[config.mk]
export PLATFORM = sky130hd
export DESIGN_NAME = serial_subtractor
export DESIGN_NICKNAME = d
export VERILOG_FILES = /design/src/rtl/serial_sub_pkg.sv /design/src/rtl/serial_subtractor_full_subtractor.sv /design/src/rtl/serial_subtractor.sv
export SDC_FILE = /design/constraint.sdc
export NUM_CORES = 1
export LEC_CHECK = 0
export BUFFER_PORTS_ARGS = -buffer_cell sky130_fd_sc_hd__buf_2
export CORE_UTILIZATION = 53
export DETAILED_ROUTE_END_ITERATION = 8
export GPL_TIMING_DRIVEN = 0
export PLACE_DENSITY = 0.83
export SYNTH_ARGS = -nofsm -noshare
export SYNTH_HDL_FRONTEND = slang
export SYNTH_SLANG_ARGS = --single-unit
[constraint.sdc]
create_clock -name clk -period 1.5 [get_ports clk]
set_input_delay 0.3 -clock clk [delete_from_list [all_inputs] [get_ports clk]]
set_output_delay 0.3 -clock clk [all_outputs]
set_load 0.1 [all_outputs]
[src/rtl/serial_sub_pkg.sv]
// serial_sub_pkg: shared FSM states, default width and counter sizing for serial_subtractor
package serial_sub_pkg;
   typedef enum logic [1:0] {IDLE, SHIFT, DONE} state_t;
   localparam int DEF_WIDTH = 4;
   function automatic int cnt_w(input int w);
      return $clog2(w + 1);
   endfunction
endpackage

[src/rtl/serial_subtractor_full_subtractor.sv]
// full_subtractor: 1-bit subtractor cell, d = x - y - bin with borrow out bo
//   x, y, bin : minuend bit, subtrahend bit, borrow in
//   d, bo     : difference bit, borrow out
module full_subtractor (
   input  logic x,
   input  logic y,
   input  logic bin,
   output logic d,
   output logic bo
);
   assign d  = x ^ y ^ bin;
   assign bo = (~x & y) | (~(x ^ y) & bin);
endmodule

[src/rtl/serial_subtractor.sv]
// serial_subtractor: bit-serial unsigned subtractor, one bit per clock, LSB first
//   clk, rst_n        : clock, async active-low reset
//   start, a, b       : request and operands, captured when idle or done
//   busy, done        : operation in progress, one-cycle result strobe
//   diff, bout, ovf   : (a-b) mod 2^WIDTH, unsigned borrow, signed overflow
module serial_subtractor
   import serial_sub_pkg::*;
#(
   parameter int WIDTH = DEF_WIDTH
) (
   input  logic             clk,
   input  logic             rst_n,
   input  logic             start,
   input  logic [WIDTH-1:0] a,
   input  logic [WIDTH-1:0] b,
   output logic             busy,
   output logic             done,
   output logic [WIDTH-1:0] diff,
   output logic             bout,
   output logic             ovf
);
   localparam int CW = cnt_w(WIDTH);
   state_t           state_q;
   logic [WIDTH-1:0] a_q, b_q, r_q, diff_q;
   logic [CW-1:0]    cnt_q;
   logic             brw_q, busy_q, done_q, bout_q, ovf_q;
   logic             d_bit, bo_bit;
   logic [WIDTH-1:0] r_d;
   logic             last_d, ovf_d;
   full_subtractor u_fs (
      .x   (a_q[0]),
      .y   (b_q[0]),
      .bin (brw_q),
      .d   (d_bit),
      .bo  (bo_bit)
   );
   assign r_d    = {d_bit, r_q[WIDTH-1:1]};
   assign last_d = cnt_q == CW'(WIDTH - 1);
   // operands rotate rather than shift, so on the final bit a_q[0]/b_q[0] are the captured MSBs
   assign ovf_d  = (a_q[0] ^ b_q[0]) & (d_bit ^ a_q[0]);
   always_ff @(posedge clk or negedge rst_n) begin
      if (!rst_n) begin
         state_q <= IDLE;
         a_q     <= '0;
         b_q     <= '0;
         r_q     <= '0;
         cnt_q   <= '0;
         brw_q   <= 1'b0;
         busy_q  <= 1'b0;
         done_q  <= 1'b0;
         diff_q  <= '0;
         bout_q  <= 1'b0;
         ovf_q   <= 1'b0;
      end else begin
         done_q <= 1'b0;
         case (state_q)
            SHIFT: begin
               a_q   <= {a_q[0], a_q[WIDTH-1:1]};
               b_q   <= {b_q[0], b_q[WIDTH-1:1]};
               r_q   <= r_d;
               brw_q <= bo_bit;
               cnt_q <= cnt_q + CW'(1);
               if (last_d) begin
                  diff_q  <= r_d;
                  bout_q  <= bo_bit;
                  ovf_q   <= ovf_d;
                  done_q  <= 1'b1;
                  busy_q  <= 1'b0;
                  state_q <= DONE;
               end
            end
            default: begin
               if (start) begin
                  a_q     <= a;
                  b_q     <= b;
                  brw_q   <= 1'b0;
                  cnt_q   <= '0;
                  busy_q  <= 1'b1;
                  state_q <= SHIFT;
               end else begin
                  state_q <= IDLE;
               end
            end
         endcase
      end
   end
   assign busy = busy_q;
   assign done = done_q;
   assign diff = diff_q;
   assign bout = bout_q;
   assign ovf  = ovf_q;
endmodule

Word level (Yosys, flattened, before mapping). Index checks and enable logic that the tools add are counted.

Mux-type cells: 16. Add/subtract/negate cells: 1. Reduce and logical (&&, ||, !) cells: 3. Eq/ne operators: 3. Bitwise logic cells: 9.

Operators by type and width (number): two-way mux 4 bit (4); two-way mux 1 bit (8); two-way mux 3 bit (2); two-way mux 2 bit (2); AND reduction 2 bit (2); adder 3 x 1 -> 3 bit, second input constant (1); bitwise AND 1 bit (3); equality test 3 x 2 -> 1 bit, second input constant (1); XOR 1 bit (3); equality test 2 x 1 -> 1 bit, second input constant (1); != test 2 bit, second input constant (1); inverter 1 bit (2); nonzero test 2 bit (1); OR 1 bit (1).

Word-level logic and storage cells: 43. Input bits: 11. Bits in registers: 26. Output and inout bits: 8.

Longest topological paths before layout.
Depth in word-level cells: 5. Depth in mapped cells: 5. Gate-level depth less buffers: 5.

By module. From an unflattened synthesis, not the netlist that was laid out.

Cell total of the unflattened synthesis: 97. Area, all modules: 1108.6 µm².

By module, submodules not included: serial_subtractor (cells each 93, times used 1, seq. area each 625.6 µm², area each 1077.3 µm²); full_subtractor (cells each 4, times used 1, seq. area each 0.0 µm², area each 31.3 µm²).

Least setup slack after synthesis. Ideal clock, no wire load.

Path kind: register to register. From: reg cnt_q[0]. To: reg bout_q (netlist: bout). Library setup time: 126 ps. Path buffers: 0. Slack: 164 ps. Stages on the path, launching flop included: 5. Arrival time: 1210 ps. Period minus slack after synthesis: 1336 ps. Required time: 1374 ps. Path through: dfrtp_1 ha_1 ha_1 nand3b_4 mux2_2.

Cells in the longest elaborated chain, start to end: 2.

Ends and longest elaborated chain: start: declaration (line serial_subtractor.sv:25) `logic [CW-1:0] cnt_q;`; start signal: assignment (line serial_subtractor.sv:62) `cnt_q <= cnt_q + CW'(1);`; equality test 3 x 2 -> 1 bit (line serial_subtractor.sv:38) `assign last_d = cnt_q == CW'(WIDTH - 1);`; AND reduction 2 bit (no line); end signal: assignment (line serial_subtractor.sv:65) `bout_q <= bo_bit;`; end: declaration (line serial_subtractor.sv:26) `logic brw_q, busy_q, done_q, bout_q, ovf_q;`.

Every way passes these cells. A chain may end at the register's enable or synchronous reset.

Worst setup path in the final report.
From: reg cnt_q[0]. To: reg diff_q[2] (netlist: diff[2]).

Cells in the longest elaborated chain, start to end: 2.

Ends and longest elaborated chain: equality test 3 x 2 -> 1 bit (line serial_subtractor.sv:38); AND reduction 2 bit (no line); end signal: assignment (line serial_subtractor.sv:64) `diff_q <= r_d;`; end: declaration (line serial_subtractor.sv:24) `logic [WIDTH-1:0] a_q, b_q, r_q, diff_q;`.

Every way passes these cells.

==> impl_metrics.py <==
metrics = {
    "drt": {
        "drt-vias-per-instance": 5.14,
        "drt_first_iter_violations": 12,
        "dr.pass1.iters": 4,
        "post-route-drc-count": 0,
        "wl_um": 1810,
        "wire_per_inst_um": 12.4,
        "route.vias.total": 750,
        "antenna_left": 0,
    },
    "cells_and_area": {
        "final_net_count": 135,
        "n_fill_cell": 172,
        "commonest_non_fill_non_tap_cell_in_the_layout": "dfrtp_1",
        "layout.cells.most_common_list": "25 x dfrtp_1, 21 x nand2_1, 19 x buf_2, 8 x mux2i_1, 6 x o21ai_0",
        "drive_above_1_share_pct": 29.4,
        "num_antenna_cells": 0,
        "flow.area_growth_from_synthesis_pct": 16.2,
    },
    "global_route": {
        "grt_pass1_wl_um": 3010,
        "overflow": 0,
        "initial_antenna_violation_count": 0,
        "grt_pass1_vias": 727,
        "track_usage_pct": 19.8,
        "grt_max_degree": 26,
    },
    "sta": {
        "maxSlewHeadroom_pct": 63.9,
        "timing.final.crit_share_pct": 95.8,
        "totalNegativeSetupSlack_ps": 0,
        "finalSetupViolations": 0,
        "tightest_slew_ps": 542,
        "maximum_clock_frequency_mhz": 696,
        "skew_ps": 3.60,
        "finalCriticalPeriod_ps": 1440,
        "grt_setup_unrepaired": "false",
        "number_of_slew_limit_violations_in_the_final_report": 0,
        "hold_viol": 0,
    },
    "clocking": {
        "clkLatencyLatePin_ps": 310,
        "number_of_gates_resized_after_cts": 0,
        "cts_root_buffer": "clkbuf_4",
        "htreeDepth": 1,
        "cts.sink_count": 25,
        "cts_tree": "built",
        "cts_made_buffers": 3,
        "clockBufferDepth": 2,
        "clk_transition_reported_paths_ps": 130,
    },
    "setup_path": {
        "max_stage_delay_ps": 420,
        "cpMaxStageDelayCell": "dfrtp_1",
        "cp_max_fo": 10,
        "setup.worst_path.end_class": "flip-flop",
        "cp_common_cell": "ha_1",
        "path_class": "flip-flop to flip-flop",
        "worst_ep_arrival_time_ps": 1640,
        "critical_path_required_ps": 1710,
        "critical_path_cell_sequence": "ha_1, ha_1, nand3b_4, mux2_2",
        "cp-start-kind": "flip-flop",
    },
    "synth": {
        "dominant_combinational_cell_family_by_area_after_synthesis": "simple AND/OR/NAND/NOR gates",
        "seq_total_area_yosys_pct": 57.4,
        "synthAdderAreaFrac_pct": 5.28,
        "post_synth_xor_area_fraction_pct": 0.804,
        "syn-num-nets": 109,
        "syn_inst": 94,
        "synth.ff_latch_count": 25,
        "netlist.top_cell.by_area": "dfrtp_1",
        "synth.top_cell.area_share_pct": 57.4,
        "post_synth_main_area_contributors": "dfrtp_1 57%, mux2i_1 7.3%, nand2_1 7.2%",
        "post_synth_and_or_nand_nor_area_fraction_pct": 13.5,
        "yosysWarnings": 0,
        "synth_area_per_cell_um2": 11.6,
        "synth.mux.area_fraction_pct": 12.5,
        "synth_cell_types": 21,
        "post_synth_design_cell_area_um2": 1090,
        "synth_compound_area_share_pct": 6.20,
    },
    "die": {
        "core.rowCount": 16,
        "io-pin-count": 19,
        "die_h_um": 47.3,
        "die_w_um": 47.3,
        "die_area_um2": 2240,
        "core-area_um2": 1940,
        "initial_core_util_pct": 56.1,
    },
    "min_path": {
        "hold_path.class": "input pin to flip-flop",
    },
    "status": {
        "status": "finished clean",
    },
    "place": {
        "port-buffer-count": 18,
        "dp.final_hpwl_um": 1320,
        "final_weighted_congestion_in_routability_driven_placement": 0.709,
    },
    "job": {
        "maxCapViolations": 0,
    },
}
==> registers in the layout, indices dropped and copies added, names as in the netlist <==
signal / cells
brw_q: 1
ovf: 1
r_q: 3
busy: 1
done: 1
diff: 4
cnt_q: 3
state_q: 2
bout: 1
b_q: 4
a_q: 4
==> final cells by class <==
cell class / count / area (um^2) / area share [%]
sequential: 25 / 626 / 49.4
multi-input combinational: 61 / 418 / 33.0
buffer: 4 / 31.3 / 2.47
inverter: 4 / 15.0 / 1.19
clock inverter: 1 / 5.00 / 0.395
tap: 27 / 33.8 / 2.67
timing repair buffer: 21 / 115 / 9.09
clock buffer: 3 / 22.5 / 1.78
==> cell usage after synthesis, drive strengths merged <==
cell / instances
a21oi: 1
and2b: 1
buf: 4
dfrtp: 25
fa: 1
ha: 3
inv: 4
mux2: 5
mux2i: 8
nand2: 21
nand2b: 1
nand3b: 3
nor2: 3
o21ai: 11
o31ai: 1
or3: 1
xor2: 1
==> cell families (layout without fill, tap and decap cells) <==
kind of cell | after synthesis | in the layout
mux | 13 | 13
simple gates | 30 | 30
fa+ha+maj | 4 | 4
buf+inv | 8 | 33
compound gates | 13 | 13
xor+xnor | 1 | 1
flops | 25 | 25
==> stage by stage <==
| step | instance area (um^2) | utilization (%) | instances | hold WS [ps] | worst slack [ps] |
|---|---|---|---|---|---|
| 2_1_floorplan | 1090 | - | 94 | 4.41 | 164 |
| 3_3_place_gp | 1210 | 62.5 | 139 | 310 | 110 |
| 3_5_place_dp | 1210 | 62.5 | 139 | 316 | 77.3 |
| 4_1_cts | 1250 | 64.4 | 144 | 258 | 52.1 |
| 5_1_grt | 1270 | 65.2 | 146 | 261 | 18.0 |
| 6_report | 1270 | 65.2 | 146 | 265 | 63.6 |
==> timing repair <==
| action | in CTS | in global routing |
|---|---|---|
| buffers inserted | 0 | 2 |
| hold endpoints to repair | 25 | 0 |
| endpoints found under the setup margin | 0 | 1 |
| hold buffers | 1 | 0 |
==> per-layer routing <==
metal	vias up	routed length [um]	global-route usage (%)	part of all wire (%)
met1	369	813	24.0	45
met5	-	0	0	0
met3	2	65	3.46	3.6
li1	360	-	-	-
met2	19	918	34.2	51
met4	0	13	8.57	0.72
==> final timing paths <==
path / slack, ps / start / cells after the start / end
setup reg to reg: 60 / cnt_q[0] / 4 / diff[2]
setup / recovery: 60 / cnt_q[0] / 4 / diff[2]
min in group asynchronous: 500 / rst_n / 2 / r_q[3]
hold / removal: 260 / b[2] / 3 / b_q[2]
hold reg to reg: 490 / r_q[1] / 2 / r_q[1]
max in group asynchronous: 650 / rst_n / 2 / b_q[1]
==> worst max-delay path: cells and delay by family, from the launching register on <==
family | cells | cell delay, ps
DFF | 1 | 420
adders and majority gates | 2 | 420
muxes | 1 | 350
and+or+nand+nor | 1 | 150
Power is left out: the tool's default activity adds up to more than one toggle a clock period on the data nets, which glitch-free logic cannot reach.
